--- config.mk ---
export PLATFORM = sky130hd
export DESIGN_NAME = code_sequence_lock
export DESIGN_NICKNAME = d
export VERILOG_FILES = /design/src/rtl/code_lock_pkg.sv /design/src/rtl/lock_timer.sv /design/src/rtl/code_sequence_lock.sv
export SDC_FILE = /design/constraint.sdc
export NUM_CORES = 1
export LEC_CHECK = 0
export CORE_UTILIZATION = 57
export DETAILED_ROUTE_END_ITERATION = 12
export PLACE_DENSITY_LB_ADDON = 0.15
export SYNTH_ARGS = -nofsm -noshare
export SYNTH_HDL_FRONTEND = slang
export SYNTH_HIERARCHICAL = 1
export SYNTH_SLANG_ARGS = --single-unit
--- constraint.sdc ---
create_clock -name clk -period 5.83 [get_ports clk]
set_input_delay 1.166 -clock clk [delete_from_list [all_inputs] [get_ports clk]]
set_output_delay 1.166 -clock clk [all_outputs]
set_load 0.1 [all_outputs]
--- src/rtl/code_lock_pkg.sv ---
// Shared types and helpers for the multi-digit code lock.
package code_lock_pkg;

    typedef enum logic [1:0] {
        ST_ENTRY   = 2'd0,
        ST_OPEN    = 2'd1,
        ST_LOCKOUT = 2'd2
    } lock_state_t;

    // Counter/index width that never collapses to zero bits.
    function automatic int unsigned min1_clog2(input int unsigned n);
        int unsigned w;
        w = $clog2(n);
        return (w < 1) ? 1 : w;
    endfunction

    // Factory code digit i is a walking one modulo the digit width.
    function automatic logic [31:0] default_code(input int unsigned i, input int unsigned code_w);
        return 32'(1) << (i % code_w);
    endfunction

endpackage

--- src/rtl/lock_timer.sv ---
// Lockout countdown: loadable down-counter with a zero flag.
module lock_timer #(
    parameter int unsigned W = 4
) (
    input  logic         clk,
    input  logic         reset,
    input  logic         load,
    input  logic [W-1:0] load_val,
    input  logic         dec,
    output logic         zero_c
);

    logic [W-1:0] count_q;

    always_ff @(posedge clk) begin
        if (reset) begin
            count_q <= '0;
        end else if (load) begin
            count_q <= load_val;
        end else if (dec && (count_q != '0)) begin
            count_q <= count_q - W'(1);
        end
    end

    assign zero_c = (count_q == '0);

endmodule

--- src/rtl/code_sequence_lock.sv ---
// Multi-digit code lock with failed-try lockout and in-place reprogramming while open.
module code_sequence_lock
    import code_lock_pkg::*;
#(
    parameter int unsigned CODE_W      = 3,
    parameter int unsigned DIGITS      = 3,
    parameter int unsigned MAX_TRIES   = 3,
    parameter int unsigned LOCKOUT_CYC = 16,
    localparam int unsigned IDX_W      = min1_clog2(DIGITS)
) (
    input  logic              clk,
    input  logic              reset,
    input  logic [CODE_W-1:0] codein,
    input  logic              enter,
    input  logic              program_en,
    input  logic              clear,
    output logic              unlock,
    output logic              error,
    output logic              locked_out,
    output logic              prog_done,
    output logic [IDX_W-1:0]  digit_idx
);

    localparam int unsigned TRIES_W = $clog2(MAX_TRIES + 1);
    localparam int unsigned TIMER_W = min1_clog2(LOCKOUT_CYC);

    lock_state_t        state_q, state_nxt;
    logic [IDX_W-1:0]   idx_q, idx_nxt;
    logic               mism_q, mism_nxt;
    logic [TRIES_W-1:0] tries_q, tries_nxt;
    logic [CODE_W-1:0]  store_q [DIGITS];

    logic store_we;
    logic error_nxt;
    logic prog_done_nxt;
    logic timer_load;
    logic timer_dec;
    logic timer_zero_c;
    logic digit_miss;
    logic last_digit;

    lock_timer #(
        .W (TIMER_W)
    ) u_lock_timer (
        .clk      (clk),
        .reset    (reset),
        .load     (timer_load),
        .load_val (TIMER_W'(LOCKOUT_CYC - 1)),
        .dec      (timer_dec),
        .zero_c   (timer_zero_c)
    );

    always_ff @(posedge clk) begin
        if (reset) begin
            state_q    <= ST_ENTRY;
            idx_q      <= '0;
            mism_q     <= 1'b0;
            tries_q    <= '0;
            unlock     <= 1'b0;
            error      <= 1'b0;
            locked_out <= 1'b0;
            prog_done  <= 1'b0;
            for (int i = 0; i < int'(DIGITS); i++) begin
                store_q[i] <= CODE_W'(default_code(i, CODE_W));
            end
        end else begin
            state_q    <= state_nxt;
            idx_q      <= idx_nxt;
            mism_q     <= mism_nxt;
            tries_q    <= tries_nxt;
            unlock     <= (state_nxt == ST_OPEN);
            error      <= error_nxt;
            locked_out <= (state_nxt == ST_LOCKOUT);
            prog_done  <= prog_done_nxt;
            if (store_we) begin
                store_q[idx_q] <= codein;
            end
        end
    end

    assign digit_idx = idx_q;

    // Every digit is collected before judging so a failure never reveals its position.
    always_comb begin
        state_nxt     = state_q;
        idx_nxt       = idx_q;
        mism_nxt      = mism_q;
        tries_nxt     = tries_q;
        store_we      = 1'b0;
        error_nxt     = 1'b0;
        prog_done_nxt = 1'b0;
        timer_load    = 1'b0;
        timer_dec     = 1'b0;
        digit_miss    = (codein != store_q[idx_q]);
        last_digit    = (idx_q == IDX_W'(DIGITS - 1));

        case (state_q)
            ST_ENTRY: begin
                if (clear) begin
                    idx_nxt  = '0;
                    mism_nxt = 1'b0;
                end else if (enter) begin
                    if (last_digit) begin
                        idx_nxt  = '0;
                        mism_nxt = 1'b0;
                        if (!(mism_q || digit_miss)) begin
                            state_nxt = ST_OPEN;
                            tries_nxt = '0;
                        end else begin
                            error_nxt = 1'b1;
                            if ((32'(tries_q) + 32'd1) == 32'(MAX_TRIES)) begin
                                state_nxt  = ST_LOCKOUT;
                                timer_load = 1'b1;
                                tries_nxt  = '0;
                            end else begin
                                tries_nxt = tries_q + TRIES_W'(1);
                            end
                        end
                    end else begin
                        idx_nxt  = idx_q + IDX_W'(1);
                        mism_nxt = mism_q | digit_miss;
                    end
                end
            end

            ST_OPEN: begin
                if (clear) begin
                    idx_nxt  = '0;
                    mism_nxt = 1'b0;
                end else if (enter) begin
                    if (program_en) begin
                        store_we = 1'b1;
                        if (last_digit) begin
                            idx_nxt       = '0;
                            prog_done_nxt = 1'b1;
                            state_nxt     = ST_ENTRY;
                        end else begin
                            idx_nxt = idx_q + IDX_W'(1);
                        end
                    end else begin
                        state_nxt = ST_ENTRY;
                        idx_nxt   = '0;
                        mism_nxt  = 1'b0;
                    end
                end
            end

            ST_LOCKOUT: begin
                timer_dec = 1'b1;
                if (timer_zero_c) begin
                    state_nxt = ST_ENTRY;
                end
            end

            default: begin
                state_nxt = ST_ENTRY;
                idx_nxt   = '0;
                mism_nxt  = 1'b0;
            end
        endcase
    end

endmodule

==> flow_summary_export.csv <==
group,metric,value,unit
place,place.gp.congestion,0.790,
timing,setup_viol,0,
drt,via_count,1057,
die,ios,14,
cells_and_area,area.growth.synth_to_final,13.8,%
global_route,grtUsageMet3,0.0783,
clock_tree,cts_tree,"built",
synthesis,synth_cell_types,43,
synthesis,yosysWarnings,6,
synthesis,ys_seq_elements,29,
global_route,antenna_found_initial,0,
timing,maxSlewHeadroom,0.288,
cells_and_area,layout-drive-gt1-share,0.144,
cells_and_area,multi_input_area,696,µm²
cells_and_area,fill_cells,175,
pwr,p_per_area,226,nW/µm²
clock_tree,path_clk_slew,100,ps
cells_and_area,final_net_count,161,
die,start_util,0.629,
pwr,power.clock.fraction,0.340,
die,die_w,52.4,µm
timing,min_period,3800,ps
die,die_h,52.4,µm
cells_and_area,regArea,701,µm²
clock_tree,post_cts_buffers,0,
die,dieArea,2740,µm²
timing,finalMaxSlewViolations,0,
outcome,status,"finished clean",
drt,drc,0,
pwr,peakVddDrop,0.200,mV
hold_path,min_path_type,"reg2reg",
synthesis,synth_top_area_frac,0.249,
clock_tree,cts.htree.levels,2,
clock_tree,clkLatencyLatePin,330,ps
synthesis,yosysSeqAreaShare,0.485,
global_route,top_usage_layer,"met2",
timing,rsz0062_at_grt,"no",
flow_run,drv_cap,0,
drt,ant_nets,0,
place,port_buffers,13,
clock_tree,cts_root_buf,"clkbuf_4",
pwr,power,372,µW
drt,wire_per_inst,14.8,µm
cells_and_area,n_antenna_cell,0,
worst_setup_path,worstPathMaxFanout,7,
place,dpl_worst_slack,1700,ps
worst_setup_path,startpoint_type,"input port",
timing,hold_viol,0,
place,dp_hpwl,1960,µm
drt,drtPass1Iterations,4,
synthesis,synth.avg_cell_area,10.9,µm²
cells_and_area,design_area,1640,µm²
synthesis,synth_area_leader_cell,"edfxtp_1",
pwr,p_switching,89.1,µW
place,dpl_cell_area,1580,µm²
global_route,grt_max_degree,17,
clock_tree,numCtsBuffers,5,
worst_setup_path,crit_arrival,4040,ps
global_route,grt_pass1_wl,4350,µm
timing,fin_ws,2030,ps
drt,route.final.wire_length,2680,µm
pwr,p_sw_frac,0.240,
drt,vias_per_cell,5.84,
global_route,grt.met2_usage,0.361,
pwr,seq_power_share,0.579,
synthesis,syn-cell-area,1450,µm²
clock_tree,holdBufCountCts,0,
worst_setup_path,end_kind,"flip-flop",
worst_setup_path,worstPathRequired,6070,ps
clock_tree,post_cts_resized,0,
global_route,use_met1,0.272,
timing,tns,0,ps
drt,dr.first_iter.drc_count,30,
timing,worst_pin_slew,1050,ps
synthesis,syn_inst,133,
timing,clock_skew,14.9,ps
synthesis,async_flop_share,0,
timing,max_freq,0.263,GHz
pwr,power.leakage,0.574,nW
pwr,p_int,282,µW
synthesis,synth_edf_count,12,
synthesis,synth_area_leaders,"edfxtp_1, dfxtp_1, mux2i_1",
clock_tree,cts_buffer_depth,2,
global_route,grt_use_total,0.228,
synthesis,synth_top_flop_cell,"dfxtp_1",
clock_tree,cts.sinks,29,
die,core_region_area,2300,µm²
die,core.rowCount,17,
global_route,grt.overflow.total,0,
timing,period_share,0.652,
pwr,power_frac_comb,0.081,
worst_setup_path,path_class,"in2reg",
global_route,grt_pass1_vias,1023,
cells in the final DEF, fill, tap and decap left out, types with 3 or more instances in the layout:
cell / count
a211oi_1: 3
a32oi_1: 3
and2_1: 6
clkbuf_4: 5
clkdlybuf4s50_1: 13
conb_1: 4
dfxtp_1: 17
edfxtp_1: 12
inv_1: 6
mux2i_1: 6
nand2_1: 11
nand2b_1: 3
nand3_1: 5
nor2_1: 11
nor3_1: 4
or2_2: 3
or3_1: 3
xnor2_1: 3
sequential cells by signal, indices dropped and copies added, names as in the netlist, named ones only:
name,count
prog_done,1
state_q,2
u_lock_timer/count_q,4
error,1
unlock,1
tries_q,2
locked_out,1
digit_idx,2
mism_q,1
store_q,12
routing by layer:
metal  up-vias  share of wire  wire length [µm]
met3         4          0.052               140
met5         -              0                 0
li1        516              -                 -
met2        24           0.47              1260
met4         0          0.019                50
met1       513           0.46              1230
final cells by class:
class,count,area share
sequential,29,0.426
timing repair buffer,13,0.0791
clock buffer,6,0.0312
inverter,6,0.0137
tap,28,0.0213
clock inverter,2,0.00533
multi-input combinational,97,0.423
cell families (layout without fill, tap and decap cells):
| group | Yosys count | in the layout | synth area share |
|---|---|---|---|
| xor gates and xnor gates | 5 | 5 | 0.0303 |
| DFF | 29 | 29 | 0.485 |
| AOI/OAI and AO/OA | 19 | 19 | 0.117 |
| muxes | 7 | 7 | 0.0571 |
| other | 1 | 4 | 0.00259 |
| adders and majority gates | 1 | 1 | 0.00866 |
| buffers and inverters | 10 | 27 | 0.0416 |
| and+or+nand+nor | 61 | 61 | 0.258 |
worst max-delay path: stages:
cell             delay (ps)
clkdlybuf4s50_1         530
or3b_4                  410
or3_1                   470
nor4b_1                 900
inv_1                   270
a311oi_1                290
path summary, 6_finish.rpt:
check / start / to / slack [ps] / depth (start not counted)
max: enter / u_lock_timer/count_q[0] / 2030 / 6
min: mism_q / mism_q / 500 / 2
max reg2reg: flip-flop / u_lock_timer/count_q[0] / 2940 / 7
min reg2reg: mism_q / mism_q / 500 / 2
through the flow:
step,hold slack [ps],cells,utilization
global placement,469,173,0.690
finish,501,181,0.716
detailed placement,481,173,0.690
floorplan,449,136,-
global route,514,181,0.716
CTS,500,181,0.716
synth_stat cells, types with 2 or more instances:
cell and n:
dfxtp_1 17, edfxtp_1 12, nand2_1 11, nor2_1 11, and2_1 6, inv_1 6, mux2i_1 6, nand3_1 5
nor3_1 4, a211oi_1 3, a32oi_1 3, buf_6 3, nand2b_1 3, or2_2 3, or3_1 3, xnor2_1 3
a21oi_1 2, a311oi_1 2, nor2b_1 2, nor4b_2 2, o21ai_0 2, or3b_4 2, xor2_1 2
power by group through the flow:
stage / clock network (mW) / registers (mW) / logic, mW
2_1_floorplan: 0 / 0.223 / 0.0162
3_3_place_gp: 0 / 0.220 / 0.0289
3_5_place_dp: 0 / 0.220 / 0.0297
4_1_cts: 0.129 / 0.215 / 0.0297
5_1_grt: 0.139 / 0.216 / 0.0322
6_report: 0.126 / 0.215 / 0.0300
(Power assumes the default switching activity.)
